[src/rtl/quad_decoder_pkg.sv]
// Shared types and the Gray-code step decoder for the quadrature decoder.
package qdec_pkg;

  localparam int QDEC_X1 = 1;
  localparam int QDEC_X2 = 2;
  localparam int QDEC_X4 = 4;

  typedef enum logic [1:0] {
    G00 = 2'b00,
    G01 = 2'b01,
    G11 = 2'b11,
    G10 = 2'b10
  } gray_t;

  typedef struct packed {
    logic legal;
    logic up;
    logic down;
  } qdec_step_t;

  function automatic qdec_step_t qdec_decode(input gray_t prev, input gray_t cur);
    logic [1:0] p;
    logic [1:0] c;
    logic [1:0] d;
    logic       one;
    qdec_step_t r;
    p   = prev;
    c   = cur;
    d   = p ^ c;
    one = (d == 2'b01) || (d == 2'b10);
    r.legal = (d != 2'b11);
    // For a single-bit change, forward motion is exactly old A != new B.
    r.up    = one & (p[1] ^ c[0]);
    r.down  = one & ~(p[1] ^ c[0]);
    return r;
  endfunction

endpackage

[src/rtl/quad_decoder_if.sv]
// Encoder pin/control inputs and decoded outputs of quad_decoder.
interface quad_decoder_if #(
  parameter int CNT_W = 10,
  parameter int OUT_W = 8
);
  logic             a;
  logic             b;
  logic             clr;
  logic             err_clr;
  logic [CNT_W-1:0] count_raw;
  logic [OUT_W-1:0] count_out;
  logic             dir;
  logic             step;
  logic             err;
  logic [CNT_W-1:0] vel;
  logic             vel_valid;

  modport master (
    output a, b, clr, err_clr,
    input  count_raw, count_out, dir, step, err, vel, vel_valid
  );

  modport slave (
    input  a, b, clr, err_clr,
    output count_raw, count_out, dir, step, err, vel, vel_valid
  );
endinterface

[src/rtl/quad_decoder_filter.sv]
// Per-channel pin synchroniser followed by a FILT_LEN-cycle stability filter.
module qdec_filter #(
  parameter int SYNC_STAGES = 2,
  parameter int FILT_LEN    = 4
) (
  input  logic clk,
  input  logic rst_n,
  input  logic i_pin,
  output logic o_filt,
  output logic o_qual
);

  localparam int CW = (FILT_LEN > 1) ? $clog2(FILT_LEN) : 1;
  localparam logic [CW-1:0] CNT_TOP = CW'(FILT_LEN - 1);

  logic [SYNC_STAGES-1:0] r_sync;
  logic [SYNC_STAGES-1:0] r_vld;
  logic [CW-1:0]          r_cnt;
  logic                   r_filt;
  logic                   r_qual;
  logic                   w_sync;
  logic                   w_vld;

  assign w_sync = r_sync[SYNC_STAGES-1];
  assign w_vld  = r_vld[SYNC_STAGES-1];

  always_ff @(posedge clk or negedge rst_n) begin
    if (!rst_n) begin
      r_sync <= '0;
      r_vld  <= '0;
      r_cnt  <= '0;
      r_filt <= 1'b0;
      r_qual <= 1'b0;
    end else begin
      r_sync <= {r_sync[SYNC_STAGES-2:0], i_pin};
      r_vld  <= {r_vld[SYNC_STAGES-2:0], 1'b1};
      if (w_sync != r_filt) begin
        if (r_cnt == CNT_TOP) begin
          r_filt <= w_sync;
          r_cnt  <= '0;
        end else begin
          r_cnt <= r_cnt + CW'(1);
        end
      end else begin
        r_cnt <= '0;
      end
      // Qualified once real pin data has reached the filter and the output agrees with it.
      r_qual <= r_qual | (w_vld & (w_sync == r_filt));
    end
  end

  assign o_filt = r_filt;
  assign o_qual = r_qual;

endmodule

[src/rtl/quad_decoder.sv]
// Quadrature encoder decoder: filtered A/B, x1/x2/x4 position counter, error flag.
// Define QDEC_VELOCITY_EN to build the windowed velocity measurement.
module quad_decoder
  import qdec_pkg::*;
#(
  parameter int CNT_W       = 10,
  parameter int OUT_W       = 8,
  parameter int SYNC_STAGES = 2,
  parameter int FILT_LEN    = 4,
  parameter int MODE        = 4,
  parameter int WRAP        = 1,
  parameter int VEL_WIN_W   = 16
) (
  input logic           clk,
  input logic           reset,
  quad_decoder_if.slave bus
);

  if (!(MODE == QDEC_X1 || MODE == QDEC_X2 || MODE == QDEC_X4) ||
      CNT_W < OUT_W || SYNC_STAGES < 2 || FILT_LEN < 1 || VEL_WIN_W < 1) begin : g_bad_cfg
    $error("quad_decoder: unsupported parameter set");
  end

  localparam logic [CNT_W-1:0] CNT_MAX = '1;

  logic             w_a, w_b, w_qa, w_qb;
  logic [1:0]       w_cbits, w_pbits;
  gray_t            w_cur, r_prev, w_prev_nxt;
  qdec_step_t       w_dec;
  logic             w_sel, w_up, w_dn, w_illegal;
  logic             r_primed, w_primed_nxt;
  logic [CNT_W-1:0] r_count, w_count_nxt;
  logic             r_dir, w_dir_nxt;
  logic             r_step;
  logic             r_err, w_err_nxt;

  qdec_filter #(.SYNC_STAGES(SYNC_STAGES), .FILT_LEN(FILT_LEN)) u_filt_a (
    .clk(clk), .rst_n(reset), .i_pin(bus.a), .o_filt(w_a), .o_qual(w_qa)
  );

  qdec_filter #(.SYNC_STAGES(SYNC_STAGES), .FILT_LEN(FILT_LEN)) u_filt_b (
    .clk(clk), .rst_n(reset), .i_pin(bus.b), .o_filt(w_b), .o_qual(w_qb)
  );

  always_comb begin
    w_cbits = {w_a, w_b};
    w_cur   = gray_t'(w_cbits);
    w_pbits = r_prev;
    w_dec   = qdec_decode(r_prev, w_cur);

    w_sel = 1'b0;
    if (MODE == QDEC_X4) begin
      w_sel = 1'b1;
    end else if (MODE == QDEC_X2) begin
      w_sel = w_pbits[1] ^ w_cbits[1];
    end else begin
      w_sel = (w_pbits == 2'b10 && w_cbits == 2'b00) ||
              (w_pbits == 2'b00 && w_cbits == 2'b10);
    end

    w_up      = r_primed & w_dec.legal & w_dec.up & w_sel;
    w_dn      = r_primed & w_dec.legal & w_dec.down & w_sel;
    w_illegal = r_primed & ~w_dec.legal;

    // The priming cycle only loads prev_state; counting starts from the following cycle.
    w_primed_nxt = r_primed | (w_qa & w_qb);
    w_prev_nxt   = w_primed_nxt ? w_cur : r_prev;

    w_count_nxt = r_count;
    if (w_up) begin
      if (WRAP != 0 || r_count != CNT_MAX) w_count_nxt = r_count + CNT_W'(1);
    end else if (w_dn) begin
      if (WRAP != 0 || r_count != '0) w_count_nxt = r_count - CNT_W'(1);
    end
    if (bus.clr) w_count_nxt = '0;

    w_dir_nxt = (w_up | w_dn) ? w_up : r_dir;
    w_err_nxt = w_illegal | (r_err & ~bus.err_clr);
  end

  always_ff @(posedge clk or negedge reset) begin
    if (!reset) begin
      r_prev   <= G00;
      r_primed <= 1'b0;
      r_count  <= '0;
      r_dir    <= 1'b0;
      r_step   <= 1'b0;
      r_err    <= 1'b0;
    end else begin
      r_prev   <= w_prev_nxt;
      r_primed <= w_primed_nxt;
      r_count  <= w_count_nxt;
      r_dir    <= w_dir_nxt;
      r_step   <= w_up | w_dn;
      r_err    <= w_err_nxt;
    end
  end

  assign bus.count_raw = r_count;
  assign bus.count_out = r_count[CNT_W-1 -: OUT_W];
  assign bus.dir       = r_dir;
  assign bus.step      = r_step;
  assign bus.err       = r_err;

`ifdef QDEC_VELOCITY_EN
  localparam logic signed [CNT_W-1:0] ACC_ONE = {{(CNT_W-1){1'b0}}, 1'b1};
  localparam logic signed [CNT_W-1:0] ACC_MAX = {1'b0, {(CNT_W-1){1'b1}}};
  localparam logic signed [CNT_W-1:0] ACC_MIN = {1'b1, {(CNT_W-1){1'b0}}};

  logic [VEL_WIN_W-1:0]    r_win;
  logic signed [CNT_W-1:0] r_acc, r_vel, w_acc_sum;
  logic                    r_vel_valid, w_term;

  always_comb begin
    w_term    = &r_win;
    w_acc_sum = r_acc;
    if (w_up && r_acc != ACC_MAX) begin
      w_acc_sum = r_acc + ACC_ONE;
    end else if (w_dn && r_acc != ACC_MIN) begin
      w_acc_sum = r_acc - ACC_ONE;
    end
  end

  always_ff @(posedge clk or negedge reset) begin
    if (!reset) begin
      r_win       <= '0;
      r_acc       <= '0;
      r_vel       <= '0;
      r_vel_valid <= 1'b0;
    end else begin
      r_win       <= r_win + VEL_WIN_W'(1);
      r_vel_valid <= w_term;
      if (w_term) begin
        r_vel <= w_acc_sum;
        r_acc <= '0;
      end else begin
        r_acc <= w_acc_sum;
      end
    end
  end

  assign bus.vel       = r_vel;
  assign bus.vel_valid = r_vel_valid;
`else
  assign bus.vel       = '0;
  assign bus.vel_valid = 1'b0;
`endif

endmodule

[src/flat_wrapper.sv]
// flat-port wrapper written by rule: the top's interface ports become plain ports
module quad_decoder_flat import qdec_pkg::*;
#(
  parameter int CNT_W       = 10,
  parameter int OUT_W       = 8,
  parameter int SYNC_STAGES = 2,
  parameter int FILT_LEN    = 4,
  parameter int MODE        = 4,
  parameter int WRAP        = 1,
  parameter int VEL_WIN_W   = 16
)
  (clk, reset, bus_a, bus_b, bus_clr, bus_err_clr, bus_count_raw, bus_count_out, bus_dir, bus_step, bus_err, bus_vel, bus_vel_valid);
  quad_decoder_if #(.CNT_W(CNT_W), .OUT_W(OUT_W)) bus_i ();
  input logic clk;
  input logic reset;
  input wire logic [$bits(bus_i.a)-1:0] bus_a;
  input wire logic [$bits(bus_i.b)-1:0] bus_b;
  input wire logic [$bits(bus_i.clr)-1:0] bus_clr;
  input wire logic [$bits(bus_i.err_clr)-1:0] bus_err_clr;
  output wire logic [$bits(bus_i.count_raw)-1:0] bus_count_raw;
  output wire logic [$bits(bus_i.count_out)-1:0] bus_count_out;
  output wire logic [$bits(bus_i.dir)-1:0] bus_dir;
  output wire logic [$bits(bus_i.step)-1:0] bus_step;
  output wire logic [$bits(bus_i.err)-1:0] bus_err;
  output wire logic [$bits(bus_i.vel)-1:0] bus_vel;
  output wire logic [$bits(bus_i.vel_valid)-1:0] bus_vel_valid;
  assign bus_i.a = bus_a;
  assign bus_i.b = bus_b;
  assign bus_i.clr = bus_clr;
  assign bus_i.err_clr = bus_err_clr;
  assign bus_count_raw = bus_i.count_raw;
  assign bus_count_out = bus_i.count_out;
  assign bus_dir = bus_i.dir;
  assign bus_step = bus_i.step;
  assign bus_err = bus_i.err;
  assign bus_vel = bus_i.vel;
  assign bus_vel_valid = bus_i.vel_valid;
  quad_decoder #(.CNT_W(CNT_W), .OUT_W(OUT_W), .SYNC_STAGES(SYNC_STAGES), .FILT_LEN(FILT_LEN), .MODE(MODE), .WRAP(WRAP), .VEL_WIN_W(VEL_WIN_W)) u_core (.clk(clk), .reset(reset), .bus(bus_i));
endmodule
[config.mk]
export PLATFORM = sky130hd
export DESIGN_NAME = quad_decoder_flat
export DESIGN_NICKNAME = d
export VERILOG_FILES = /design/src/rtl/quad_decoder_pkg.sv /design/src/rtl/quad_decoder_if.sv /design/src/rtl/quad_decoder_filter.sv /design/src/rtl/quad_decoder.sv /design/src/flat_wrapper.sv
export SDC_FILE = /design/constraint.sdc
export NUM_CORES = 1
export LEC_CHECK = 0
export CAP_MARGIN = 30
export CELL_PAD_IN_SITES_DETAIL_PLACEMENT = 2
export CELL_PAD_IN_SITES_GLOBAL_PLACEMENT = 2
export CORE_ASPECT_RATIO = 0.7
export CORE_UTILIZATION = 31
export DETAILED_ROUTE_END_ITERATION = 7
export MAX_ROUTING_LAYER = met4
export PLACE_DENSITY = 0.89
export RECOVER_POWER = 25
export SYNTH_ARGS = -nofsm -noshare
export SYNTH_HDL_FRONTEND = slang
export SYNTH_SLANG_ARGS = --single-unit
[constraint.sdc]
create_clock -name clk -period 4.05 [get_ports clk]
set_clock_uncertainty 0.1 [all_clocks]
set_input_delay 0.81 -clock clk [delete_from_list [all_inputs] [get_ports clk]]
set_output_delay 0.81 -clock clk [all_outputs]
set_load 0.01 [all_outputs]
Word level (Yosys, flattened, before mapping) --
Index checks and enable logic that the tools add are counted. W data, S select, Z words.
Storage, ports and cells: flip-flop bits (word level) 32, logic and storage cells 60
Operators by class: $add $sub $neg 4, eq/ne operators 9, mux-type cells 7, bitwise logic cells 20, reductions and logical operators 4
Operators by type and width (count):
- $mux W10 | 3
- $add A10 B1 Y10 const B | 1
- $and A1 B1 Y1 | 10
- $sub A10 B1 Y10 const B | 1
- $mux W2 | 4
- $eq A2 B2 Y1 const B | 3
- $or A1 B1 Y1 | 5
- $add A2 B1 Y2 const B | 2
- $reduce_and A2 Y1 | 2
- $not A1 Y1 | 3
- $reduce_bool A3 Y1 | 1
- $eq A1 B1 Y1 | 2
- $eq A2 B1 Y1 const B | 1
- $ne A1 B1 Y1 | 2
- $ne A2 B2 Y1 const B | 1
- $xor A2 B2 Y2 | 1
- $logic_or A1 B1 Y1 | 1
- $xor A1 B1 Y1 | 1

Longest topological paths before layout --
Gate-level depths: netlist of run 1.
depth in word-level cells 8, gate-level depth with buffers 11, depth with buffers taken out 11

By module --
From an unflattened synthesis of run 1, not the netlist that was laid out.
Second synthesis, totals: cell total of the unflattened synthesis 157, area, all modules 1665.3 um^2
Modules (own cells, without submodules):
- quad_decoder | instances 1, cells an instance 127, area each 1154.9 um^2, sequential area each 400.4 um^2
- qdec_filter | instances 2, cells an instance 15, area each 255.2 um^2, sequential area each 200.2 um^2

Least setup slack after synthesis of run 1 --
No wires, ideal clock.
path kind reg2reg, start register u_core.u_filt_b.r_filt, in the netlist u_core.u_filt_b.o_filt, end register u_core.r_count[9], in the netlist u_core.bus.count_raw[9], library setup time 71 ps, data arrival time 2843 ps, setup slack 1037 ps, cell stages (with the launch flop) 12, period minus slack after synthesis 3013 ps, cell sequence dfrtp_1 -> xor2_1 -> ha_1 -> nand3b_1 -> inv_1 -> nand2_2 -> ha_1 -> and2_4 -> a311oi_4 -> a211oi_2 -> or4_1 -> nand4_1
On the way: word-level cells in the longest chain between the ends 7, elaborated cells on any way between the ends 15, classes of those cells 3 x eq/ne; 2 x mux; 8 x bitwise; 2 x reduce/logical
Ends and longest elaborated chain:
- start, declared | line quad_decoder_filter.sv:19 | logic r_filt;
- start signal, assigned | line quad_decoder_filter.sv:39 | r_filt <= w_sync;
- $xor A2 B2 Y2 | line quad_decoder_pkg.sv:29 | d = p ^ c;
- $eq A2 B1 Y1 / $eq A2 B2 Y1 (equally long branches) | line quad_decoder_pkg.sv:30 | one = (d == 2'b01) || (d == 2'b10);
- $logic_or A1 B1 Y1 | line quad_decoder_pkg.sv:30
- $and A1 B1 Y1 | line quad_decoder_pkg.sv:33 | r.up = one & (p[1] ^ c[0]);
- $and A1 B1 Y1 | line quad_decoder.sv:61 | w_up = r_primed & w_dec.legal & w_dec.up & w_sel;
- $mux W10 | line quad_decoder.sv:70 | if (w_up) begin
- $mux W10 | line quad_decoder.sv:75 | if (bus.clr) w_count_nxt = '0;
- end signal, assigned | line quad_decoder.sv:92 | r_count <= w_count_nxt;
- end, declared | line quad_decoder.sv:32 | logic [CNT_W-1:0] r_count, w_count_nxt;
Several ways; a longest one is shown, not always the timed one. A chain may end at the register's enable or synchronous reset.

Worst setup path in the final report of run 1 --
Ends and elaborated chain as after synthesis.

==> results of run 1 <==
## cell families (layout without fill, tap and decap cells)
logic type / count (synthesis) / count (layout) / synth area share [%]
and+or+nand+nor: 42 / 42 / 13.6
AOI/OAI and AO/OA: 35 / 35 / 14.4
DFF: 30 / 30 / 44.8
buffers and inverters: 25 / 40 / 9.87
adders and majority gates: 12 / 12 / 9.42
xor gates and xnor gates: 8 / 8 / 4.19
muxes: 5 / 5 / 3.29
other: 2 / 12 / 0.449
## worst max-delay path: stages, from the launching register on
cell and delay (ns):
dfrtp_1 0.46, xor2_1 0.20, ha_1 0.22, nand3b_1 0.18, inv_1 0.06, buf_4 0.21
nand2_2 0.21, ha_1 0.43, and2_4 0.18, a311oi_4 0.34, a211oi_2 0.17, or4_1 0.53
nand4_1 0.12
## worst paths after layout
| kind | startpoint | endpoint | slack (ns) | cells past startpoint |
|---|---|---|---|---|
| worst min register to register | u_core.u_filt_a.r_vld[0] | u_core.u_filt_a.r_vld[1] | 0.25 | 0 |
| worst max-delay path | u_core.u_filt_b.o_filt | u_core.bus.count_raw[9] | 0.54 | 12 |
| max in group asynchronous | reset | u_core.bus.err | 1.46 | 2 |
| worst max register to register | u_core.u_filt_b.o_filt | u_core.bus.count_raw[9] | 0.54 | 12 |
| min in group asynchronous | reset | u_core.u_filt_b.r_cnt[1] | 1.40 | 2 |
| worst min-delay path | u_core.u_filt_a.r_vld[0] | u_core.u_filt_a.r_vld[1] | 0.25 | 0 |
## state kept, by name, indices dropped and copies added, names as in the netlist
name / cells
u_core.r_primed: 1
u_core.u_filt_a.r_vld: 2
u_core.u_filt_a.r_cnt: 2
u_core.u_filt_b.r_cnt: 2
u_core.u_filt_a.o_filt: 1
u_core.bus.err: 1
u_core.u_filt_a.o_qual: 1
u_core.r_prev: 2
u_core.bus.count_raw: 10
u_core.u_filt_a.r_sync: 2
u_core.u_filt_b.o_qual: 1
u_core.u_filt_b.o_filt: 1
u_core.u_filt_b.r_sync: 2
u_core.bus.step: 1
u_core.bus.dir: 1
## cell type report
type                    count  area share [%]
inverters                   3           0.558
clock inverters             2           0.620
multi-input cells         114            39.4
well taps                  69            4.28
flip-flops and latches     30            37.2
repair buffers             29            13.8
clock buffers               6            4.09
## metal layers
| metal | GRT usage [%] | share of wire [%] |
|---|---|---|
| met5 | - | 0 |
| met4 | 5.74 | 1.8 |
| met3 | 3.50 | 3.3 |
| met2 | 28.9 | 47 |
| met1 | 21.9 | 48 |
## placed cells by master, fill, tap and decap left out, types with 2 or more instances in the layout
master           count
ha_1                11
xor2_1               3
nor3_1               3
mux2_1               2
nor3b_1              3
a211oi_1             2
nand4_1              2
dlygate4sd3_1        3
o21a_1               2
clkdlybuf4s50_1     23
a21oi_1             14
a21o_1               4
or4_1                3
o21ai_0              4
xnor2_1              5
nor2b_1              2
nor2_1               5
conb_1              12
nand2_1             14
and3_1               2
buf_4                2
inv_1                3
nor4b_1              2
clkbuf_8             6
mux2_2               2
dfrtp_1             30
## per-stage QoR
stage	utilization (%)	hold slack, ns	setup slack (ns)
after CTS	40.5	0.253	0.506
after detailed placement	38.6	0.236	0.637
final	40.4	0.250	0.545
after global placement	38.6	0.231	0.827
after global routing	40.4	0.255	0.312
after floorplan	-	0.231	1.04
==> results.py, run 1 <==
metrics = {
    "run_status": {
        "status": "complete, but fails checks",
        "violations": "capacitance limit, slew limit",
    },
    "logic_synthesis": {
        "synth_area_per_cell_um2": 10.5,
        "synth_edf_count": 0,
        "synth_cell_types": 42,
        "yosysTopAreaCell": "dfrtp_1",
        "yosysSeqAreaShare_pct": 44.8,
        "synthCells": 159,
        "synth_area_leaders": "dfrtp_1 (45%), buf_4 (8.5%), ha_1 (8.2%)",
        "synthFlopType": "dfrtp_1",
        "syn_area_um2": 1670,
        "ys_top_cells_by_count": "dfrtp_1 (30), buf_4 (19), a21oi_1 (14), nand2_1 (14), ha_1 (11)",
        "synth.most_common_cell": "dfrtp_1",
        "ys.warnings.count": 0,
        "async_reset_ff_share_pct": 100,
        "yosys.area.top_type_share_pct": 44.8,
        "synth_seq_cells": 30,
    },
    "floorplanning": {
        "die-area_um2": 5700,
        "core-area_um2": 4990,
        "rows": 21,
        "initial_utilization_pct": 33.5,
        "die_h_um": 63.5,
        "num_io_pins": 38,
        "die_w_um": 89.8,
    },
    "grt": {
        "grt.total_usage_pct": 17.6,
        "grt_pass1_wl_um": 7400,
        "grt_overflow": 0,
        "first_global_vias": 1374,
        "antenna_found_initial": 0,
        "grt_max_degree": 31,
    },
    "place": {
        "placed_cells_incl_taps": 245,
        "placed_cell_area_um2": 1930,
        "dp_hpwl_um": 3030,
        "port_buffers": 26,
        "place.gp.congestion": 0.775,
    },
    "sta": {
        "worstMarginPinSlew_ns": 1.70,
        "rsz0062_at_grt": "false",
        "fmax_mhz": 285,
        "finalSetupTns_ns": 0,
        "setup_violations": 0,
        "hold_viol": 0,
        "fin_crit_sh_pct": 86.5,
        "final_max_slew_viol_count": 31,
        "relSlewSlack_pct": -13.5,
        "fin_crit_ns": 3.51,
    },
    "critical_path": {
        "cp_max_fo": 15,
        "critical_path_class": "register to register",
        "required_ns": 4.16,
        "cp.arrival_ns": 3.61,
        "crit_path_end_kind": "register",
        "start_kind": "register",
    },
    "cells_and_area": {
        "area_growth_pct": 20.6,
        "ff_latch_area_um2": 751,
        "multi_input_area_um2": 796,
        "final_area_um2": 2020,
        "drive_gt1_share_pct": 8.70,
        "final.fill_count": 547,
        "final_cells": 253,
        "final_nets": 201,
        "num_antenna_cells": 0,
    },
    "min_path": {
        "hp-class": "register to register",
    },
    "detailed_routing": {
        "drt-wirelength-per-cell_um": 17.5,
        "vias": 1244,
        "routed_wl_um": 4440,
        "first_pass_iters": 4,
        "first_iter_violations": 53,
        "avgViaCountPerCell": 4.92,
        "ant_nets": 0,
        "drc": 0,
    },
    "cts": {
        "postCtsHoldBufs": 0,
        "cts_setup_buffers": 0,
        "cts.sinks": 30,
        "cts_buffers": 5,
        "clk_latency_ns": 0.28,
        "htreeDepth": 2,
        "clock_path_buffers": 2,
        "cts.clk_slew.worst_paths_ns": 0.07,
        "cts-resized-gates": 0,
        "cts_tree": "yes",
        "cts_root_buffer": "clkbuf_8",
    },
    "job": {
        "cap_violations": 1,
    },
}
Power of run 1 is left out: the tool's default activity adds up to more than one toggle a clock period on the data nets, which glitch-free logic cannot reach.
==> inputs of run 2 (changes only) <==
- SETUP_SLACK_MARGIN: not set -> 0.1
==> results of run 2 <==
The final DEF is identical to that of run 1; final timing and power are the same.
Power of run 2 is left out for the same reason.
